--- config.mk ---
export PLATFORM = sky130hd
export DESIGN_NAME = fwuart_rx
export DESIGN_NICKNAME = d
export VERILOG_FILES = /design/src/rtl/fwuart_pkg.sv /design/src/rtl/fwuart_sync.sv /design/src/rtl/fwuart_rx.sv
export SDC_FILE = /design/constraint.sdc
export NUM_CORES = 1
export LEC_CHECK = 0
export CAP_MARGIN = 40
export CORE_ASPECT_RATIO = 0.6
export CORE_MARGIN = 2
export CORE_UTILIZATION = 40
export DETAILED_ROUTE_END_ITERATION = 10
export GPL_ROUTABILITY_DRIVEN = 0
export GPL_TIMING_DRIVEN = 1
export HOLD_SLACK_MARGIN = 0.02
export SETUP_SLACK_MARGIN = 0.15
export SYNTH_ARGS = -nofsm -noshare
export SYNTH_HDL_FRONTEND = slang
export SYNTH_SLANG_ARGS = --single-unit
export TNS_END_PERCENT = 50
--- constraint.sdc ---
create_clock -name clock -period 1.6 [get_ports clock]
set_clock_uncertainty 0.2 [all_clocks]
set_input_delay 0.32 -clock clock [delete_from_list [all_inputs] [get_ports clock]]
set_output_delay 0.32 -clock clock [all_outputs]
set_load 0.03 [all_outputs]
--- src/rtl/fwuart_pkg.sv ---
// Shared types and constants for the fwuart receiver: state encoding,
// oversampling geometry and the 2-of-3 vote helper.
package fwuart_pkg;

    typedef enum logic [1:0] {IDLE, START, DATA, STOP} rx_state_t;

    localparam int OVERSAMPLE = 16;
    localparam int VOTE_LO    = 7;
    localparam int VOTE_MID   = 8;
    localparam int VOTE_HI    = 9;
    localparam int DATA_BITS  = 8;

    // Width-matched forms for direct comparison against the counters.
    localparam logic [3:0] VOTE_LO_CNT  = 4'(VOTE_LO);
    localparam logic [3:0] VOTE_MID_CNT = 4'(VOTE_MID);
    localparam logic [3:0] VOTE_HI_CNT  = 4'(VOTE_HI);
    localparam logic [3:0] TICK_LAST    = 4'(OVERSAMPLE - 1);
    localparam logic [2:0] BIT_LAST     = 3'(DATA_BITS - 1);

    function automatic logic majority3(input logic a, input logic b, input logic c);
        return (a & b) | (a & c) | (b & c);
    endfunction

endpackage

--- src/rtl/fwuart_sync.sv ---
// Multi-flop synchroniser for the asynchronous rx line; resets to the idle
// (high) level so no false start edge appears when reset is released.
module fwuart_sync #(
    parameter int STAGES = 2
) (
    input  logic clock,
    input  logic reset,
    input  logic d,
    output logic q
);

    logic [STAGES-1:0] chain;

    // NOTE: sequential state uses <= so every flop samples pre-edge values.
    always_ff @(posedge clock) begin
        if (reset) chain <= '1;
        else       chain <= {chain[STAGES-2:0], d};
    end

    assign q = chain[STAGES-1];

endmodule

--- src/rtl/fwuart_rx.sv ---
// 8N1 UART receiver, 16x oversampled with a 3-sample mid-bit vote; delivers
// bytes on a valid/ready port and pulses framing_error / overrun.
module fwuart_rx
    import fwuart_pkg::*;
#(
    parameter int SYNC_STAGES = 2
) (
    input  logic       clock,
    input  logic       reset,
    input  logic       clock_x16,
    input  logic       rx,
    output logic [7:0] data,
    output logic       data_valid,
    input  logic       data_ready,
    output logic       framing_error,
    output logic       overrun,
    output logic       busy
);

    rx_state_t  state, state_next;
    logic       rx_s, rx_prev;
    logic       sample_lo, sample_mid, vote;
    logic       tick_vote, tick_end;
    logic       byte_done, frame_bad;
    logic [3:0] tick_cnt;
    logic [2:0] bit_cnt;
    logic [7:0] shift;

    fwuart_sync #(.STAGES(SYNC_STAGES)) u_sync (
        .clock (clock),
        .reset (reset),
        .d     (rx),
        .q     (rx_s)
    );

    assign vote      = majority3(sample_lo, sample_mid, rx_s);
    assign tick_vote = clock_x16 && (tick_cnt == VOTE_HI_CNT);
    assign tick_end  = clock_x16 && (tick_cnt == TICK_LAST);
    assign busy      = (state != IDLE);

    always_ff @(posedge clock) begin
        if (reset) state <= IDLE;
        else       state <= state_next;
    end

    // NOTE: every output is defaulted first so no path through the case infers a latch.
    always_comb begin
        state_next = state;
        byte_done  = 1'b0;
        frame_bad  = 1'b0;
        unique case (state)
            IDLE: begin
                if (clock_x16 && !rx_s && rx_prev) state_next = START;
            end
            START: begin
                if (tick_vote && vote) state_next = IDLE;
                else if (tick_end)     state_next = DATA;
            end
            DATA: begin
                if (tick_end && bit_cnt == BIT_LAST) state_next = STOP;
            end
            STOP: begin
                // Leave at mid-stop so a back-to-back sender's next start edge is seen.
                if (tick_vote) begin
                    state_next = IDLE;
                    byte_done  = vote;
                    frame_bad  = !vote;
                end
            end
            default: state_next = IDLE;
        endcase
    end

    always_ff @(posedge clock) begin
        if (reset) begin
            rx_prev    <= 1'b1;
            tick_cnt   <= '0;
            bit_cnt    <= '0;
            shift      <= '0;
            sample_lo  <= 1'b1;
            sample_mid <= 1'b1;
        end else if (clock_x16) begin
            rx_prev  <= rx_s;
            tick_cnt <= (state == IDLE) ? 4'd0 : tick_cnt + 4'd1;
            if (tick_cnt == VOTE_LO_CNT)  sample_lo  <= rx_s;
            if (tick_cnt == VOTE_MID_CNT) sample_mid <= rx_s;
            if (state == START && tick_end) bit_cnt <= '0;
            if (state == DATA) begin
                if (tick_vote) shift   <= {vote, shift[7:1]};
                if (tick_end)  bit_cnt <= bit_cnt + 3'd1;
            end
        end
    end

    always_ff @(posedge clock) begin
        if (reset) begin
            data          <= 8'h00;
            data_valid    <= 1'b0;
            framing_error <= 1'b0;
            overrun       <= 1'b0;
        end else begin
            framing_error <= frame_bad;
            overrun       <= 1'b0;
            if (byte_done) begin
                if (!data_valid || data_ready) begin
                    data       <= shift;
                    data_valid <= 1'b1;
                end else begin
                    overrun <= 1'b1;
                end
            end else if (data_valid && data_ready) begin
                data_valid <= 1'b0;
            end
        end
    end

endmodule
==> results.md, run 1 <==
- Outcome: complete, no violations
- Antenna Violating Nets Remaining: 0
- Synth-to-Final Area Change: 31.2%
- CP startpoint kind: flip-flop
- Layout cells sized above 1: 31.1%
- Fin. Hold Viols: 0
- HPWL after DPL: approximately 2600 um
- Syn Inst Count: roughly 170
- Worst-Margin Slew: 0.295 ns
- Starting density of the core: 41.6%
- CTS sink count: 33
- Largest vdd supply drop: 501 uV
- Net Sw Power: ~0.36 mW
- Number of global-route vias before repair: 1308
- FF-to-FF path depth: 6
- First-pass GRT wire length: slightly above 6000 um
- Clk root buf: clkbuf_8
- Post-synth EDFFs: 0
- CTS max path bufs: 2
- Die Ht: 51.8 um
- Worst EP required: 1.61 ns
- Setup crit start: tick_cnt[1]$_SDFFE_PP0P_
- Pin count of the biggest net entering global routing: 20
- Via density: between 5 and 6
- Fmax: around 0.63 GHz
- FF/Latch Area: 676 sq um
- Reg2reg start: tick_cnt[1]$_SDFFE_PP0P_
- CTS tree: built
- Initial antenna violation count: 0
- Clk slew on worst S/H paths: 0.07 ns
- RSZ-0062 raised after global routing: yes
- Die W: roughly 84 um
- Die area: 4330 sq um
- Final TNS setup: 0 ns
- Worst Setup End Kind: flip-flop
- Power Internal: 1.17 mW
- CP max FO: 8
- Seq/Total Area, Yosys: between 40% and 50%
- First-pass DRT Iterations: 4
- Pre-CTS WS: -0.410 ns
- Crit share post-route: a little over nine tenths
- Vias: 1374
- CTS buffer count: 5
- Critical path, cell by cell: inv_4 -> ha_4 -> nand4b_4 -> and4bb_1 -> buf_12 -> mux2i_1
- Hold Buf Count CTS: 0
- Inst Count DP: 238
- Layer carrying the most global-route usage: met2
- Gr ovfl total: 0
- Netlist Area Pre-Place: 1520 sq um
- Final worst setup slack: about 0.022 ns
- HP Start: u_sync.chain[0]$_SDFF_PP1_
- Routed wire length: 3580 um
- Synth Register Bits: 33
- Reg power frac: 53.9%
- Fin cells: around 250
- PD cells: 765 nW/um^2
- CTS HTree Levels: 2
- WHS Endpoint: u_sync.chain[1]$_SDFF_PP1_
- Worst path max stage delay: ~0.37 ns
- Final core occ: between 50 and 60%
- Final worst path period need: 1.58 ns
- Met3 Track Usage GR: 5.71%
- Yosys warns: 0
- DRC violations left: 0
- PortBufs: 16
- GRT met2 Usage: between 20% and 30%
- Multi-input combinational cell area: about 800 sq um
- CP Buf/Inv Count: 2
- Syn avg cell area: approximately 9.2 sq um
- Syn Nets: 176
- Antenna Cells: 0
- GRT Overall Usage: 18.5%
- RR Endpoint: data[7]$_SDFFE_PP0P_
- Leak pwr: ~0.8 nW
- Drt wl/cell: between 10 and 15 um
- Met1 Use GR: 24.1%
- Slew margin rel.: around 80%
- Initial DRC Count: between 150 and 200
- Switching Fraction: 23.7%
- Fin area: 2000 sq um
- Hold path cells: 1
- Setup CP Type: reg2reg
- Max-slew violation count: 0
- Clock share of power: 40.5%
- Distinct cells, synth: 40
- Synth async-reset ratio: 0%
- FP Rows: 17
- Flop2flop setup slack: around 0.022 ns
- Worst Path Arrival: 1.59 ns
- Crit-path leading delay family: simple AND/OR/NAND/NOR gates
- Max-Cap Viols: 0
- Critical-path top delay cell: dfxtp_4
- I/O pin cnt: 17
- Skew-Pair Late Insertion Delay: about 0.29 ns
- Filler cells: around 340
- Final Setup Violations: 0
- Worst Hold Class: reg2reg
- Prevailing post-synth register cell: dfxtp_1
- Placed instance area: 1860 sq um
- Stages on worst setup path: 6
- Combinational Power Share: 5.6%
- Final nets: 215
- Core area: 3660 sq um
## layer usage
layer  vias to the layer above  wire length, um
met3                         7              213
met1                       656             1760
met4                         0               58
li1                        669                -
met5                         -                0
met2                        42             1560
## how the worst max path moves through the flow
stage / endpoint / slack [ns]
2_1_floorplan: data[0]$_SDFFE_PP0P_ / 0.07
3_3_place_gp: data[5]$_SDFFE_PP0P_ / -0.35
3_5_place_dp: state[0]$_SDFFE_PP0P_ / -0.41
4_1_cts: data[0]$_SDFFE_PP0P_ / 0.04
5_1_grt: data[7]$_SDFFE_PP0P_ / -0.06
6_report: data[7]$_SDFFE_PP0P_ / 0.02
## cells in the final DEF (no fill, tap or decap), drive strengths merged, types with 4 or more instances in the layout
cell type   n
inv         6
nand4b      4
a21oi      14
clkbuf      6
buf        36
o21ai      13
nand3      12
ha          5
nor2        5
dfxtp      33
nand2       4
nand2b     19
mux2i       8
## cells in the mapped netlist (all sizes together) (4+ instances only)
cell / instances / area [sq um]
a21oi: 14 / 70.1
nand2: 4 / 15.0
ha: 5 / 62.6
dfxtp: 33 / 661
inv: 6 / 22.5
mux2i: 8 / 80.1
nand4b: 4 / 50.1
buf: 4 / 31.3
clkbuf: 7 / 27.5
nand3: 12 / 60.1
nand2b: 19 / 119
o21ai: 13 / 65.1
nor2: 5 / 18.8
## per-stage QoR
step                      power [mW]  hold slack [ns]
final                           1.53            0.210
after global routing            1.59            0.224
after CTS                       1.54            0.211
after detailed placement       0.925            0.194
after global placement         0.923            0.200
after floorplan                0.884            0.189
## registers in the layout, indices dropped and copies added (netlist names), named ones only
register,cells
rx_prev,1
u_sync.chain,2
data,8
framing_error,1
shift,8
bit_cnt,3
state,1
overrun,1
data_valid,1
tick_cnt,4
sample_lo,1
sample_mid,1
## kinds of logic (layout without fill, tap and decap cells)
logic type	Yosys count	count (layout)	share of synthesized area, %
buffers and inverters	17	57	5.34
XOR/XNOR	1	1	0.576
AND/OR/NAND/NOR	61	61	25.0
multiplexers	8	8	5.26
adder cells (fa/ha/maj)	6	6	4.85
flip-flops	33	33	43.4
AO/OA/AOI/OAI	40	40	15.5
## power by group through the flow
| stage | registers, mW | clock network [mW] | logic (mW) |
|---|---|---|---|
| after floorplan | 0.847 | 0 | 0.0378 |
| after global placement | 0.848 | 0 | 0.0746 |
| after detailed placement | 0.848 | 0 | 0.0764 |
| after CTS | 0.824 | 0.630 | 0.0845 |
| after global routing | 0.823 | 0.674 | 0.0923 |
| final | 0.823 | 0.619 | 0.0855 |
## area by class of cell
cell class	count	share of cell area (%)
multi-input combinational	116	40.9
clock inverter	3	0.878
inverter	6	1.25
tap	47	2.95
sequential	33	33.9
clock buffer	5	3.45
timing repair buffer	43	16.7
## repair_timing
item	CTS	global route
setup endpoints to repair	42	34
buffers inserted	7	0
gates resized for setup	55	13
pin swaps	3	4
Power figures use the tool's default switching activity.
==> run 2: changes to the inputs <==
--- a/config.mk
+++ b/config.mk
@@ -13,6 +13,7 @@
 export GPL_ROUTABILITY_DRIVEN = 0
 export GPL_TIMING_DRIVEN = 1
 export HOLD_SLACK_MARGIN = 0.02
+export PLACE_DENSITY_LB_ADDON = 0.08
 export SETUP_SLACK_MARGIN = 0.15
 export SYNTH_ARGS = -nofsm -noshare
 export SYNTH_HDL_FRONTEND = slang
==> results.md, run 2 (synthesis gave the netlist of run 1 again) <==
- Crit-path leading delay family: simple AND/OR/NAND/NOR gates
- Core area: 3660 sq um
- Worst EP required: 1.60 ns
- HP Start: u_sync.chain[0]$_SDFF_PP1_
- Worst Path Arrival: 1.57 ns
- RR Endpoint: data[1]$_SDFFE_PP0P_
- Stages on worst setup path: 6
- Final Setup Violations: 0
- Starting density of the core: slightly above 40%
- Via density: 5.22
- Clock share of power: 39.4%
- Combinational Power Share: under 10%
- FF-to-FF path depth: 6
- Reg power frac: 55.0%
- Setup CP Type: reg2reg
- Layout cells sized above 1: 41.5%
- Net Sw Power: around 0.34 mW
- First-pass DRT Iterations: 4
- Hold path cells: 1
- I/O pin cnt: 17
- Top Registers: data (8), shift (8), tick_cnt (4)
- Slew margin rel.: 72.0%
- Worst Hold Class: reg2reg
- Final nets: around 210
- Clk root buf: clkbuf_8
- CP max FO: 8
- Switching Fraction: 22.4%
- CTS HTree Levels: 2
- Die area: 4330 sq um
- GRT Overall Usage: between 10% and 20%
- CP startpoint kind: flip-flop
- Critical path, cell by cell: inv_4 -> ha_4 -> nand4b_4 -> and4bb_1 -> buf_12 -> mux2i_1
- CTS max path bufs: 2
- Number of global-route vias before repair: between 1000 and 1500
- Initial antenna violation count: 0
- Synth-to-Final Area Change: 41.4%
- Worst Setup End Kind: flip-flop
- Hold WS: 0.212 ns
- Power Internal: 1.16 mW
- Leak pwr: 0.800 nW
- Skew-Pair Late Insertion Delay: 0.28 ns
- CP Buf/Inv Count: 2
- CTS sink count: 33
- Pin count of the biggest net entering global routing: 31
- Total power: between 1.5 and 2 mW
- Die W: 83.6 um
- WHS Endpoint: u_sync.chain[1]$_SDFF_PP1_
- CTS buffer count: 5
- Vias: 1316
- Final worst path period need: 1.57 ns
- RSZ-0062 raised after global routing: yes
- Crit share post-route: 98.1%
- Gr ovfl total: 0
- PD cells: 698 nW/um^2
- Max-Cap Viols: 0
- Commonest non-fill, non-tap cell in the layout: dfxtp_1
- Drt wl/cell: 14.3 um
- Fin. Hold Viols: 0
- CTS tree: built
- DRC violations left: 0
- Clk slew on worst S/H paths: 0.07 ns
- Commonest non-fill, non-tap cells in the layout: 28 x dfxtp_1, 21 x buf_4, 19 x nand2b_1, 9 x o21ai_0, 8 x mux2i_1
- Final core occ: around three fifths
- Outcome: complete, no violations
- HPWL after DPL: around 2200 um
- Die Ht: just over 50 um
- Reg2reg start: tick_cnt[1]$_SDFFE_PP0P_
- Routed wire length: around 3600 um
- Worst-Margin Slew: 0.419 ns
- Initial DRC Count: 37
- Fmax: 0.637 GHz
- PortBufs: 16
- Critical-path top delay cell: dfxtp_4
- FP Rows: 17
- Antenna Violating Nets Remaining: 0
- Max-slew violation count: 0
- Worst path max stage delay: 0.36 ns
- Flop2flop setup slack: between 0.03 and 0.04 ns
- First-pass GRT wire length: 5690 um
- Antenna Cells: 0
- Largest vdd supply drop: 531 uV
[run 2: repair_timing]
item                                    CTS  global route
endpoints found under the setup margin   38            34
resized for setup                        49            53
pin swaps                                 5            22
buffers inserted                          8             2
hold buffers                              0             0
[run 2: power by group through the flow]
stage          clock network (mW)  registers (mW)  logic, mW
2_1_floorplan                   0           0.847     0.0378
3_3_place_gp                    0           0.849     0.0729
3_5_place_dp                    0           0.849     0.0739
4_1_cts                     0.614           0.823     0.0819
5_1_grt                     0.648           0.824     0.0921
6_report                    0.590           0.824     0.0854
[run 2: worst reg2reg max path: stages (launching register included)]
cell,delay (ns)
dfxtp_4,0.36
inv_4,0.06
ha_4,0.14
nand4b_4,0.10
and4bb_1,0.32
buf_12,0.15
mux2i_1,0.18
[run 2: area by class of cell]
cell class	instances	area [sq um]
Clock buffer	6	72.6
Clock inverter	2	10.0
Fill cell	320	1510
Inverter	6	25.0
Multi-Input combinational cell	116	950
Sequential cell	33	677
Tap cell	47	58.8
Timing Repair Buffer	42	358
[run 2: metal layers]
metal,global-route usage (%),vias up,part of all wire (%)
met2,26.9,23,44
met5,0,-,0
met1,22.0,628,52
met3,5.08,2,3.8
li1,-,663,-
met4,4.03,0,0.19
[run 2: worst max path at each step]
stage                                        start                        to  slack (ns)
after floorplan           tick_cnt[1]$_SDFFE_PP0P_      data[0]$_SDFFE_PP0P_        0.07
after global placement                   clock_x16  tick_cnt[3]$_SDFFE_PP0P_       -0.29
after detailed placement                 clock_x16  tick_cnt[3]$_SDFFE_PP0P_       -0.32
after CTS                 tick_cnt[1]$_SDFFE_PP0P_      data[4]$_SDFFE_PP0P_        0.04
after global routing      tick_cnt[1]$_SDFFE_PP0P_      data[4]$_SDFFE_PP0P_       -0.08
final                     tick_cnt[1]$_SDFFE_PP0P_      data[1]$_SDFFE_PP0P_        0.03
[run 2: per-stage QoR]
stage                     cells  cell area, sq um  setup WS, ns  setup TNS [ns]
final                       252              2150        0.0303               0
after CTS                   250              2040        0.0413               0
after detailed placement    234              1840        -0.317           -7.31
after global routing        252              2150       -0.0774          -0.371
after floorplan             166              1540        0.0738               0
after global placement      234              1840        -0.289           -6.94
